[config.mk]
export PLATFORM = sky130hd
export DESIGN_NAME = adc_acq_sequencer
export DESIGN_NICKNAME = d
export VERILOG_FILES = /design/src/rtl/adc_acq_pkg.sv /design/src/rtl/sample_fifo.sv /design/src/rtl/adc_acq_sequencer.sv
export SDC_FILE = /design/constraint.sdc
export NUM_CORES = 1
export LEC_CHECK = 0
export ABC_CLOCK_PERIOD_IN_PS = 4500
export BUFFER_PORTS_ARGS = -buffer_cell sky130_fd_sc_hd__buf_2
export CORE_ASPECT_RATIO = 0.6
export CORE_UTILIZATION = 60
export DETAILED_ROUTE_END_ITERATION = 10
export PLACE_DENSITY_LB_ADDON = 0.15
export SLEW_MARGIN = 20
export SYNTH_ARGS = -nofsm -noshare
export SYNTH_HDL_FRONTEND = slang
export SYNTH_SLANG_ARGS = --single-unit
[constraint.sdc]
create_clock -name clk_in -period 4.5 [get_ports clk_in]
set_input_delay 0.225 -clock clk_in [delete_from_list [all_inputs] [get_ports clk_in]]
set_output_delay 0.225 -clock clk_in [all_outputs]
set_load 0.005 [all_outputs]
[src/rtl/adc_acq_pkg.sv]
// Shared types and defaults for the ADC acquisition sequencer.
// The state encoding is exported so checkers can bind to the debug state output.
package adc_acq_pkg;

    localparam int SAMPLE_W       = 12;
    localparam int MIN_PERIOD_DEF = 70;
    localparam int TIMEOUT_DEF    = 128;

    typedef enum logic [2:0] {
        IDLE     = 3'd0,
        TRIG     = 3'd1,
        WAIT_RDY = 3'd2,
        HOLD     = 3'd3,
        DONE     = 3'd4
    } acq_state_t;

    // The ADC cannot be retriggered faster than floor_p cycles.
    function automatic logic [15:0] eff_period(input logic [15:0] p,
                                               input logic [15:0] floor_p);
        return (p > floor_p) ? p : floor_p;
    endfunction

endpackage

[src/rtl/sample_fifo.sv]
// Synchronous sample FIFO with a registered read port: rd_data shows the popped
// word the cycle after an accepted pop. A full FIFO accepts a push paired with a pop.
module sample_fifo
    import adc_acq_pkg::*;
#(
    parameter int DEPTH = 16,
    parameter int W     = SAMPLE_W
) (
    input  logic         clk,
    input  logic         rst,
    input  logic         push,
    input  logic [W-1:0] push_data,
    input  logic         pop,
    output logic [W-1:0] pop_data,
    output logic         empty,
    output logic         full
);

    localparam int AW = $clog2(DEPTH);
    localparam logic [AW:0] FULL_CNT = (AW + 1)'(DEPTH);

    logic [W-1:0]  mem [DEPTH];
    logic [AW-1:0] wr_ptr;
    logic [AW-1:0] rd_ptr;
    logic [AW:0]   count;
    logic          pop_ok;
    logic          push_ok;

    assign empty   = (count == '0);
    assign full    = (count == FULL_CNT);
    assign pop_ok  = pop && !empty;
    assign push_ok = push && (!full || pop_ok);

    always_ff @(posedge clk) begin
        if (push_ok) begin
            mem[wr_ptr] <= push_data;
        end
    end

    // Pointers are AW bits wide, so they wrap modulo DEPTH on their own.
    always_ff @(posedge clk) begin
        if (rst) begin
            wr_ptr   <= '0;
            rd_ptr   <= '0;
            count    <= '0;
            pop_data <= '0;
        end else begin
            if (push_ok) begin
                wr_ptr <= wr_ptr + 1'b1;
            end
            if (pop_ok) begin
                rd_ptr   <= rd_ptr + 1'b1;
                pop_data <= mem[rd_ptr];
            end
            case ({push_ok, pop_ok})
                2'b10:   count <= count + 1'b1;
                2'b01:   count <= count - 1'b1;
                default: count <= count;
            endcase
        end
    end

endmodule

[src/rtl/adc_acq_sequencer.sv]
// Acquisition run sequencer: triggers the ADC at a fixed period, collects
// n_samples results into sample_fifo, and flags overrun and conversion timeout.
module adc_acq_sequencer
    import adc_acq_pkg::*;
#(
    parameter int FIFO_DEPTH = 16,
    parameter int MIN_PERIOD = MIN_PERIOD_DEF,
    parameter int TIMEOUT    = TIMEOUT_DEF
) (
    input  logic                clk_in,
    input  logic                rst,
    input  logic                start,
    input  logic                abort,
    input  logic [7:0]          n_samples,
    input  logic [15:0]         period,
    output logic                adc_ctrl,
    input  logic                adc_ready,
    input  logic [SAMPLE_W-1:0] adc_data,
    input  logic                rd_en,
    output logic [SAMPLE_W-1:0] rd_data,
    output logic                fifo_empty,
    output logic                fifo_full,
    output logic                busy,
    output logic                done,
    output logic                overrun,
    output logic                timeout_err,
    output acq_state_t          fsm_state
);

    localparam logic [15:0] MIN_P   = 16'(MIN_PERIOD);
    localparam logic [15:0] TO_LAST = 16'(TIMEOUT - 1);

    acq_state_t  state_q;
    acq_state_t  state_d;
    logic [7:0]  n_q;
    logic [7:0]  count_q;
    logic [15:0] period_q;
    logic [15:0] age_q;
    logic [15:0] eff_m1;
    logic        push;
    logic        timeout_hit;
    logic        run_start;

    // Handshake: adc_ctrl is a one-cycle request; the converter answers with a
    // one-cycle adc_ready carrying adc_data. Only a ready seen in WAIT_RDY counts.
    assign push        = (state_q == WAIT_RDY) && adc_ready;
    assign timeout_hit = (state_q == WAIT_RDY) && !adc_ready && (age_q >= TO_LAST);
    assign run_start   = (state_q == IDLE) && start;
    assign eff_m1      = eff_period(period_q, MIN_P) - 16'd1;

    assign adc_ctrl  = (state_q == TRIG);
    assign busy      = (state_q == TRIG) || (state_q == WAIT_RDY) || (state_q == HOLD);
    assign done      = (state_q == DONE);
    assign fsm_state = state_q;

    always_comb begin
        state_d = state_q;
        case (state_q)
            IDLE:     if (start) state_d = (n_samples == 8'd0) ? DONE : TRIG;
            TRIG:     state_d = WAIT_RDY;
            WAIT_RDY: begin
                if (adc_ready) begin
                    state_d = (count_q + 8'd1 == n_q) ? DONE : HOLD;
                end else if (timeout_hit) begin
                    state_d = DONE;
                end
            end
            HOLD:     if (age_q >= eff_m1) state_d = TRIG;
            DONE:     state_d = IDLE;
            default:  state_d = IDLE;
        endcase
        if (abort && busy) begin
            state_d = DONE;
        end
    end

    // age_q counts cycles since the last trigger; it times both the period and the timeout.
    always_ff @(posedge clk_in) begin
        if (rst) begin
            state_q     <= IDLE;
            n_q         <= '0;
            count_q     <= '0;
            period_q    <= '0;
            age_q       <= '0;
            overrun     <= 1'b0;
            timeout_err <= 1'b0;
        end else begin
            state_q <= state_d;
            if (run_start) begin
                n_q         <= n_samples;
                period_q    <= period;
                count_q     <= '0;
                age_q       <= '0;
                overrun     <= 1'b0;
                timeout_err <= 1'b0;
            end
            if (state_q == TRIG) begin
                age_q <= 16'd1;
            end else if (busy) begin
                age_q <= age_q + 16'd1;
            end
            if (push) begin
                count_q <= count_q + 8'd1;
            end
            if (push && fifo_full && !rd_en) begin
                overrun <= 1'b1;
            end
            if (timeout_hit) begin
                timeout_err <= 1'b1;
            end
        end
    end

    sample_fifo #(
        .DEPTH (FIFO_DEPTH),
        .W     (SAMPLE_W)
    ) u_fifo (
        .clk       (clk_in),
        .rst       (rst),
        .push      (push),
        .push_data (adc_data),
        .pop       (rd_en),
        .pop_data  (rd_data),
        .empty     (fifo_empty),
        .full      (fifo_full)
    );

endmodule

==> flow_summary.json <==
{
  "synth_area_um2": 11600,
  "antenna_found_initial": 0,
  "htreeDepth": 1,
  "fin_setup_tns_ns": 0,
  "grt_start_max_net_pins": 65,
  "crit_fanout": 5,
  "yosys_warnings": 0,
  "hold_path_depth": 4,
  "ys_types": 55,
  "fin_nets": 1008,
  "vdd_drop_max_mv": 0.343,
  "numCtsBuffers": 24,
  "grtUsageTotal_pct": 26.3,
  "die_w_um": 181,
  "worst_slew_pin_slew_ns": 1.10,
  "rows": 38,
  "synthToLayoutAreaGrowth_pct": 13.8,
  "drtAntennaViolNets": 0,
  "hold_path_class": "input port to flip-flop",
  "cp-start-kind": "flip-flop",
  "required_ns": 4.89,
  "ioPinCount": 64,
  "maxSlewHeadroom_pct": 26.5,
  "viasPerCell": 6.21,
  "grt_overflow": 0,
  "post-route-util_pct": 71.4,
  "root_buffer": "clkbuf_16",
  "cp.arrival_ns": 4.64,
  "final_cell_mix": "192 x edfxtp_1, 111 x nand2_1, 76 x dfxtp_1",
  "syn_area_per_cell_um2": 13.6,
  "start_util_pct": 62.7,
  "gp_congestion": 0.855,
  "period_needed_ns": 4.25,
  "clockBufferDepth": 3,
  "synthArstFlopShare_pct": 0,
  "cpMaxStageDelayCell": "or4_4",
  "grt_pass1_wl_um": 39300,
  "dieHeight_um": 110,
  "vias": 7425,
  "n_fill_cell": 1212,
  "reg2regPathDepth": 15,
  "port_buffers": 63,
  "core-area_um2": 18400,
  "synth_seq_cells": 270,
  "finClkSkew_ns": 0.0212,
  "path_cells": "or4_4 > nor4_2 > nand3_1 > nand2_1 > ha_1 > nand2_1 > or3_1 > or4_1 > nor4_1 > xnor2_1 > ha_1 > nand4_1 > a21oi_1 > o31a_1 > a31o_2",
  "grt_pass1_vias": 7162,
  "clkLatencyLatePin_ns": 0.52,
  "crit_path_end_kind": "flip-flop",
  "rsz0062_at_grt": "no",
  "slowest_delay_ns": 0.58,
  "synth_top_flop_cell": "edfxtp_1",
  "drc": 0,
  "first_pass_iters": 5,
  "routed_wl_um": 25300,
  "finalHoldViolCount": 0,
  "synth_fp_nets": 920,
  "powerDensity_nw_per_um2": 484,
  "synth_edf_count": 192,
  "cts_sinks": 270,
  "wl_per_cell_um": 21.2,
  "post_cts_buffers": 0,
  "p_leak_nw": 4.49,
  "drive_gt1_share_pct": 20.9,
  "dpl.hpwl_um": 16500,
  "insertedDiodeCount": 0,
  "clk_pin_slew_worst_paths_ns": 0.07,
  "fin_crit_sh_pct": 94.5,
  "max_freq_mhz": 235,
  "cts_tree": "built",
  "status": "complete, no violations",
  "drv_cap": 0,
  "finalMaxSlewViolations": 0,
  "ys_seq_area_share_pct": 63.3,
  "finalSetupViolCount": 0,
  "final_common_cell": "edfxtp_1",
  "drtIter0Drc": 582,
  "netlist_instances": 849,
  "die_area_um2": 19900,
  "path_class": "flip-flop to flip-flop"
}
## timing repair
| action | in CTS | in global routing |
|---|---|---|
| hold buffers | 24 | 0 |
| gates resized for setup | 0 | 0 |
| hold endpoints to repair | 24 | 0 |
## registers in the layout, summed over array words and instances (netlist names), 3 cells and up
name and cells:
age_q 16, count_q 8, fsm_state 3, n_q 8, period_q 16, u_fifo.count 5
u_fifo.mem 192, u_fifo.pop_data 12, u_fifo.rd_ptr 4, u_fifo.wr_ptr 4
## cells by family (layout without fill, tap and decap cells)
group                    count (synthesis)  after routing  share of synthesized area [%]
AO/OA/AOI/OAI                          124            124                           6.21
XOR/XNOR                                30             30                           2.27
adder cells (fa/ha/maj)                 29             29                           3.20
AND/OR/NAND/NOR                        275            275                           11.1
flip-flops                             270            270                           63.3
buffers and inverters                   58            164                           2.01
multiplexers                            63             63                           11.9
## path summary, 6_finish.rpt
check,startpoint,end,slack [ns]
hold / removal,abort,fsm_state[0]$_SDFFE_PP0P_,0.04
setup / recovery,period_q[9]$_SDFFE_PP0P_,fsm_state[2]$_SDFFE_PP0P_,0.25
hold reg to reg,u_fifo.pop_data[11]$_SDFFE_PP0P_,u_fifo.pop_data[11]$_SDFFE_PP0P_,0.45
setup reg to reg,period_q[9]$_SDFFE_PP0P_,fsm_state[2]$_SDFFE_PP0P_,0.25
## where the power goes
part	internal (W)	switching, W
sequential	0.00277	0.000168
clock	0.00106	0.000864
combinational	0.000669	0.000847
## per-layer routing
layer | wire, µm | track usage (%) | vias to the layer above
met5 | 0 | 0 | -
met4 | 500 | 5.99 | 0
met3 | 1990 | 5.00 | 36
met2 | 11700 | 42.1 | 311
met1 | 11100 | 38.0 | 3692
li1 | - | - | 3386
## cell type report
type,count,area (µm²),area share (%)
flip-flops and latches,270,7330,55.7
multi-input cells,521,4050,30.7
repair buffers,106,698,5.30
clock buffers,34,679,5.16
well taps,240,300,2.28
clock inverters,10,57.6,0.437
inverters,14,52.6,0.399
## cell usage after synthesis (6+ instances only)
master	count	area, µm²
and3_1	10	62.6
xor2_1	15	131
buf_2	9	45.0
nor3_1	18	90.1
ha_1	28	350
dfxtp_1	78	1560
a21oi_1	72	360
mux4_2	60	1350
nor4_1	10	62.6
nand4_1	8	50.1
nand2_1	111	417
or3_1	6	37.5
clkbuf_1	29	109
inv_1	14	52.6
nand3_1	15	75.1
o21ai_0	17	85.1
edfxtp_1	192	5770
nor2_1	65	244
xnor2_1	15	131
## critical path: cells and delay by family (launching register included)
kind,cells,cell delay (ns)
and+or+nand+nor,9,2.55
xor gates and xnor gates,1,0.17
adders and majority gates,2,0.43
DFF,1,0.36
AOI/OAI and AO/OA,3,0.63
## metrics by stage
step | hold slack, ns | worst slack, ns | power (W) | instance area (µm²) | std cells
after floorplan | 0.324 | 0.742 | 0.00406 | 11600 | 849
after global placement | 0.444 | 0.415 | 0.00440 | 12200 | 1127
after detailed placement | 0.445 | 0.334 | 0.00448 | 12200 | 1127
after CTS | 0.0232 | 0.300 | 0.00639 | 13200 | 1195
after global routing | 0.0652 | 0.0262 | 0.00668 | 13200 | 1195
final | 0.0379 | 0.250 | 0.00638 | 13200 | 1195
Power figures use the tool's default switching activity.
